==> config.mk <==
export PLATFORM = sky130hd
export DESIGN_NAME = sha512_msg_schedule
export DESIGN_NICKNAME = d
export VERILOG_FILES = /design/src/rtl/sha512_msg_schedule.sv
export SDC_FILE = /design/constraint.sdc
export NUM_CORES = 2
export LEC_CHECK = 0
export ABC_AREA = 1
export CAP_MARGIN = 20
export CORE_MARGIN = 10
export CORE_UTILIZATION = 62
export CTS_CLUSTER_SIZE = 16
export DETAILED_ROUTE_END_ITERATION = 10
export MAX_ROUTING_LAYER = met4
export PLACE_DENSITY = 0.8
export SETUP_SLACK_MARGIN = 0.2
export SYNTH_ARGS = -nofsm -noshare
export SYNTH_HDL_FRONTEND = slang
export SYNTH_SLANG_ARGS = --single-unit
==> constraint.sdc <==
create_clock -name clk -period 4.15 [get_ports clk]
set_input_delay 0.83 -clock clk [delete_from_list [all_inputs] [get_ports clk]]
set_output_delay 0.83 -clock clk [all_outputs]
set_load 0.03 [all_outputs]
==> src/rtl/sha512_msg_schedule.sv <==
// ---------------------------------------------------------------------------
// sha512_msg_schedule
//
// Streams the SHA-512 message schedule W[0..NUM_ROUNDS-1] for one 1024-bit
// block. The sixteen 64-bit message words are loaded serially in order
// (M[0] first). The block then emits one W word per out handshake. Rounds
// 0..15 echo the loaded words. Later rounds are expanded in place in a
// 16-deep sliding window.
//
// Ports
//   clk        rising-edge clock
//   reset      asynchronous active-low reset; clears all state
//   abort      synchronous drop of the current block, back to LOAD
//   in_valid   in_word carries a message word
//   in_ready   block accepts a message word this cycle (LOAD phase)
//   in_word    64-bit big-endian message word
//   out_valid  out_w/out_round carry a schedule word (STREAM phase)
//   out_ready  consumer takes the word this cycle
//   out_w      schedule word W[t]
//   out_round  round index t
//   out_last   out_valid and out_round == NUM_ROUNDS-1
// ---------------------------------------------------------------------------
module sha512_msg_schedule #(
  parameter int NUM_ROUNDS = 80
) (
  input  logic        clk,
  input  logic        reset,
  input  logic        abort,
  input  logic        in_valid,
  output logic        in_ready,
  input  logic [63:0] in_word,
  output logic        out_valid,
  input  logic        out_ready,
  output logic [63:0] out_w,
  output logic [6:0]  out_round,
  output logic        out_last
);

  localparam logic [6:0] LAST_RND = 7'(NUM_ROUNDS - 1);

  typedef enum logic {S_LOAD, S_STREAM} state_t;

  state_t            r_state;
  logic [15:0][63:0] r_win;       // r_win[0] is the oldest word (W[t])
  logic [4:0]        r_ld_cnt;
  logic [6:0]        r_round;
  logic              r_in_ready;
  logic              r_out_valid;
  logic              r_out_last;

  logic              w_in_fire;
  logic              w_out_fire;
  logic              w_shift;
  logic [63:0]       w_push;
  logic [63:0]       w_next;

  function automatic logic [63:0] rotr(input logic [63:0] x, input int n);
    return (x >> n) | (x << (64 - n));
  endfunction

  function automatic logic [63:0] sig0(input logic [63:0] x);
    return rotr(x, 1) ^ rotr(x, 8) ^ (x >> 7);
  endfunction

  function automatic logic [63:0] sig1(input logic [63:0] x);
    return rotr(x, 19) ^ rotr(x, 61) ^ (x >> 6);
  endfunction

  // W[t+16] from the current window, where r_win[k] holds W[t+k].
  assign w_next = sig1(r_win[14]) + r_win[9] + sig0(r_win[1]) + r_win[0];

  // The handshakes qualify on the registered ready/valid flags. out_ready
  // in LOAD and in_valid in STREAM therefore have no effect.
  assign w_in_fire  = in_valid  & r_in_ready;
  assign w_out_fire = out_ready & r_out_valid;

  always_comb begin
    w_shift = 1'b0;
    w_push  = in_word;
    if (!abort) begin
      if (r_state == S_LOAD && w_in_fire) begin
        w_shift = 1'b1;
        w_push  = in_word;
      end else if (r_state == S_STREAM && w_out_fire) begin
        w_shift = 1'b1;
        w_push  = w_next;
      end
    end
  end

  // The window holds its contents across an abort. The next block
  // overwrites all 16 entries before it is read, so stale words never leak.
  always_ff @(posedge clk or negedge reset) begin
    if (!reset) begin
      r_win <= '0;
    end else if (w_shift) begin
      r_win <= {w_push, r_win[15:1]};
    end
  end

  always_ff @(posedge clk or negedge reset) begin
    if (!reset) begin
      r_state     <= S_LOAD;
      r_ld_cnt    <= '0;
      r_round     <= '0;
      r_in_ready  <= 1'b1;
      r_out_valid <= 1'b0;
      r_out_last  <= 1'b0;
    end else if (abort) begin
      r_state     <= S_LOAD;
      r_ld_cnt    <= '0;
      r_round     <= '0;
      r_in_ready  <= 1'b1;
      r_out_valid <= 1'b0;
      r_out_last  <= 1'b0;
    end else begin
      case (r_state)
        S_LOAD: begin
          if (w_in_fire) begin
            r_ld_cnt <= r_ld_cnt + 5'd1;
            if (r_ld_cnt == 5'd15) begin
              r_state     <= S_STREAM;
              r_round     <= '0;
              r_in_ready  <= 1'b0;
              r_out_valid <= 1'b1;
              r_out_last  <= (LAST_RND == 7'd0);
            end
          end
        end
        S_STREAM: begin
          if (w_out_fire) begin
            if (r_round == LAST_RND) begin
              r_state     <= S_LOAD;
              r_ld_cnt    <= '0;
              r_round     <= '0;
              r_in_ready  <= 1'b1;
              r_out_valid <= 1'b0;
              r_out_last  <= 1'b0;
            end else begin
              r_round    <= r_round + 7'd1;
              r_out_last <= ((r_round + 7'd1) == LAST_RND);
            end
          end
        end
        default: begin
          r_state     <= S_LOAD;
          r_ld_cnt    <= '0;
          r_round     <= '0;
          r_in_ready  <= 1'b1;
          r_out_valid <= 1'b0;
          r_out_last  <= 1'b0;
        end
      endcase
    end
  end

  assign in_ready  = r_in_ready;
  assign out_valid = r_out_valid;
  assign out_w     = r_win[0];
  assign out_round = r_round;
  assign out_last  = r_out_last;

endmodule
; ---- Word level (Yosys, flattened, before mapping)
; Index checks and enable logic that the tools add are counted.
[word_totals]
elab_cells = 89
out_inout_bits = 74
inputBits = 69
register_bits = 1040
[classes]
addsub = 5
reduce_logical = 5
n_eq_ne = 7
n_mux = 39
n_bitwise = 11
[op_table]
columns = cell, count
row1 = 64-bit adder, 3
row2 = 64-bit 2-to-1 mux, 3
row3 = 64-bit bitwise XOR, 2
row4 = 3-bit by 64-bit bitwise OR with 64-bit output, 1
row5 = 45-bit by 64-bit bitwise OR with 64-bit output, 1
row6 = 56-bit by 64-bit bitwise OR with 64-bit output, 1
row7 = 63-bit by 64-bit bitwise OR with 64-bit output, 1
row8 = 64-bit by 57-bit bitwise XOR with 64-bit output, 1
row9 = 64-bit by 58-bit bitwise XOR with 64-bit output, 1
row10 = 7-bit 2-to-1 mux, 5
row11 = 1-bit 2-to-1 mux, 21
row12 = 5-bit 2-to-1 mux, 4
row13 = "7-bit == test, second input constant", 2
row14 = 7-bit one-hot mux with 2 select lines, 1
row15 = 5-bit one-hot mux with 2 select lines, 1
row16 = "3-bit by 2-bit inequality test with 1-bit output, second input constant", 3
row17 = 1-bit one-hot mux with 2 select lines, 4
row18 = "7-bit by 1-bit adder with 7-bit output, second input constant", 1
row19 = 3-bit AND reduction, 2
row20 = "5-bit by 1-bit adder with 5-bit output, second input constant", 1
row21 = "5-bit by 4-bit == test with 1-bit output, second input constant", 1
row22 = 4-bit AND reduction, 1
row23 = "3-bit inequality test, second input constant", 1
row24 = 1-bit bitwise AND, 2
row25 = other kinds (2), 3

; ---- Depth between registers and ports, before layout
[logic_depth]
ltp_word = 9
mapped_depth = 23
ltp_nobuf = 22

; ---- Worst setup path before layout
; No wires, ideal clock.
[synth_timing]
path_type = register to register
startpoint = reg r_win[958] (netlist name)
endpoint = reg r_win[981] (netlist name)
path_buffers = 0
setup_time_ps = 120
arrival_ps = 3282
synth_period_minus_slack_ps = 3402
t_required_ps = 4030
stages_incl_launch_ff = 15
path_slack_ps = 748
cell_sequence = dfrtp_1 -> xnor2_1 -> xor2_1 -> fa_1 -> fa_1 -> inv_1 -> ha_1 -> inv_1 -> fa_1 -> nor2_1 -> or2_2 -> nand2_1 -> nand3_1 -> or2_2 -> a31o_2
[synth_between]
elab_chain_len = 9
[synth_rtl]
columns = item, line_no
row1 = from (decl), 44  ; logic [15:0][63:0] r_win;
row2 = from (signal assigned), 97  ; r_win <= {w_push, r_win[15:1]};
row3 = 3-bit by 64-bit bitwise OR with 64-bit output, 58  ; return (x >> n) | (x << (64 - n));
row4 = 64-bit bitwise XOR, 66  ; return rotr(x, 19) ^ rotr(x, 61) ^ (x >> 6);
row5 = 64-bit by 58-bit bitwise XOR with 64-bit output, 66
row6 = 64-bit adder (3 in a row), 70  ; assign w_next = sig1(r_win[14]) + r_win[9] + sig0(r_win[1]) + r_win[0];
row7 = 64-bit 2-to-1 mux, 84  ; end else if (r_state == S_STREAM && w_out_fire) begin
row8 = 64-bit 2-to-1 mux, 81  ; if (r_state == S_LOAD && w_in_fire) begin
row9 = 64-bit 2-to-1 mux, 80  ; if (!abort) begin
; No other way between the ends.
; A chain may end at the register's enable or synchronous reset.

; ---- Final worst setup path
[layout_timing]
startpoint = reg r_win[901] (netlist name)
endpoint = reg r_win[1021] (netlist name)
[layout_between]
elab_chain_len = 9
word_cells_on_any_way = 10
cone_classes = add/sub: 3 / mux: 3 / bitwise: 4
[layout_rtl]
columns = item, line_no
row1 = 3-bit by 64-bit bitwise OR with 64-bit output / 45-bit by 64-bit bitwise OR with 64-bit output (equally long branches), 58
row2 = 64-bit bitwise XOR *, 66
row3 = 64-bit by 58-bit bitwise XOR with 64-bit output *, 66
row4 = 64-bit adder * (3 in a row), 70
row5 = 64-bit 2-to-1 mux *, 84
row6 = 64-bit 2-to-1 mux *, 81
row7 = 64-bit 2-to-1 mux *, 80
; Every way passes the cells marked *; elsewhere a longest branch is shown, timed or not.

==> reports/metrics.yaml <==
sta:
  fin_worst_skew_ns: 0.0528
  setup_viol: 0
  relSlewSlack_pct: 27.5
  fmax_ghz: 0.252
  hold_violations: 0
  final.period_utilization_pct: 95.5
  fin_crit_ns: 3.96
  tightest_slew_ns: 1.09
  slew_viol_final: 0
  rsz0062_at_grt: "true"
cells_and_area:
  synthToLayoutAreaGrowth_pct: 18.9
  drive_gt1_share_pct: 13.5
  multi_input_area_sq_mm: 0.0226
  regArea_sq_mm: 0.0261
  fin_cells: 7686
  layout.nets: 6790
  mostFrequentLayoutCells: "2785 x nand2_1, 1009 x dfrtp_1, 732 x inv_1"
  layout.cells.most_common: "nand2_1"
  n_fill_cell: 5801
global_route:
  antenna_found_initial: 4
  grt_pass1_wl_um: 243000
  grt_overflow: 0
  grt_max_degree: 261
  grt_pass1_vias: 40560
  track_usage_pct: 34.9
setup_path:
  rr_endpoint: "r_win[1021]"
  crit_type: "flop to flop"
  endpoint: "r_win[1021]"
  crit_start: "r_win[901]"
  required_ns: 4.71
  arrival_ns: 4.53
  worst-path-max-fanout: 5
  cp-end-kind: "flop"
  r2r_start: "r_win[901]"
  cp-start-kind: "flop"
  ff2ff_path_depth: 17
  reg2reg_slack_ns: 0.19
run_status:
  status: "completed"
place:
  dpl.hpwl_um: 117000
  place_congestion: 1.03
  placedCellCount: 7468
  port-buffer-count: 142
job:
  maxCapViolCount: 0
detailed_routing:
  drt-pass1-iter-count: 6
  drt.antenna.violating_nets: 0
  drt_iter0_drc: 5078
  vias_per_cell: 5.49
  wl_per_cell_um: 21.0
  totalWireLength_um: 162000
  route.vias.total: 42181
  drc: 0
cts:
  h-tree-depth: 3
  cts-root-buf: "clkbuf_16"
  cts_tree: "built"
  clk_latency_ns: 0.71
  clock-sinks: 1040
  clkSlewWorstSetupHoldPaths_ns: 0.06
  cts_buffers: 103
  clock_path_buffers: 3
hold_path:
  hold_class: "primary input to async pin"
synthesis:
  yosysUniqueCellTypes: 37
  synth_top_area_share_pct: 50.6
  yosysTopAreaCell: "dfrtp_1"
  ys_warn_count: 0
  synth_nets: 6578
  avgSynthCellArea_sq_um: 8.13
  ys_ff_latch: 1040
  yosysSeqAreaShare_pct: 50.7
  syn_inst: 6316
  async_flop_share_pct: 100
  synth_edf_count: 0
  netlist_top_cells_area: "dfrtp_1 51%, nand2_1 21%, inv_1 5.5%"
  synthFlopType: "dfrtp_1"
  synth_area_sq_mm: 0.0514
floorplan:
  die_area_sq_mm: 0.0947
  start_util_pct: 62.5
  row_count: 105
  core_sq_mm: 0.0821
  die_x_um: 308
  die_h_um: 308
  io_pins: 143
[critical path, stage by stage (launching register included)]
cell and delay (ns):
dfrtp_1 0.49, xnor2_1 0.27, xor2_1 0.35, fa_1 0.49, inv_1 0.09, fa_1 0.49
ha_4 0.34, nand2_1 0.11, nor2_2 0.18, buf_4 0.14, nand2_1 0.11, nor3_2 0.25
and2_1 0.15, nand2_1 0.08, nand3_1 0.08, nand3_1 0.08, nand2_1 0.08, nand2_1 0.04
[cells by family (layout without fill, tap and decap cells)]
| group | after synthesis | count (layout) | synth area share (%) |
|---|---|---|---|
| buffers and inverters | 1120 | 1419 | 9.20 |
| AOI/OAI and AO/OA | 548 | 548 | 5.50 |
| other | 0 | 1 | 0 |
| DFF | 1040 | 1040 | 50.7 |
| xor gates and xnor gates | 273 | 273 | 4.66 |
| and+or+nand+nor | 3142 | 3142 | 23.4 |
| adders and majority gates | 193 | 193 | 6.54 |
[per-layer routing]
layer  vias up  share of wire, %  GRT usage [%]
li1      19295                 -              -
met1     20659                43           49.8
met2      1864                44           50.5
met3       363               8.6           5.40
met4         0               4.2           12.5
met5         -                 0              -
[metrics by stage]
step	utilization, %	area (sq um)	hold slack (ns)	worst slack, ns	TNS, ns
6_report	74.3	61000	0.0879	0.187	0
5_1_grt	74.3	61000	0.144	0.0811	0
4_1_cts	72.2	59300	0.126	0.159	0
3_5_place_dp	66.9	55000	0.451	-0.190	-0.517
3_3_place_gp	66.9	55000	0.447	-0.189	-0.590
2_1_floorplan	-	51400	0.442	0.748	0
[cell usage after synthesis, types with 8 or more instances]
cell and count:
buf_4 77, a21oi_1 50, clkbuf_1 118, o21ai_0 377
fa_1 126, nand3_1 110, nand2_1 2876, o211ai_1 21
xor2_1 122, nor2_1 118, dfrtp_1 1039, o21ai_1 87
nor3_1 12, xnor2_1 151, buf_2 168, ha_1 67
nand4_1 8, inv_1 748
[worst min-delay path by stage]
| stage | startpoint | endpoint | slack (ns) | cells after the start |
|---|---|---|---|---|
| CTS | reset | r_win[147] | 0.13 | 1 |
| finish | reset | r_win[147] | 0.09 | 1 |
| global route | reset | r_win[147] | 0.14 | 1 |
| global placement | r_win[640] | r_win[576] | 0.45 | 2 |
| detailed placement | r_win[731] | r_win[667] | 0.45 | 2 |
| floorplan | r_win[187] | r_win[123] | 0.44 | 2 |
[repair_timing]
item / in CTS / in global routing
resized for setup: 106 / 368
endpoints found under the setup margin: 46 / 50
pin swaps: 15 / 105
setup buffers: 4 / 21
hold buffers: 0 / 0
[cell type report]
cell class / count / share of cell area (%)
antenna: 1 / 0.00410
clock buffer: 145 / 4.96
clock inverter: 47 / 1.24
inverter: 753 / 4.64
multi-input combinational: 4156 / 37.0
sequential: 1040 / 42.7
tap: 1070 / 2.19
timing repair buffer: 474 / 7.28
[state kept, by name, indices dropped and copies added (netlist names)]
register   flops
r_ld_cnt       5
r_win        960
out_last       1
out_round      7
out_valid      1
out_w         64
r_state        1
in_ready       1
Power is left out: the tool's default activity adds up to more than one toggle a clock period on the data nets, which glitch-free logic cannot reach.
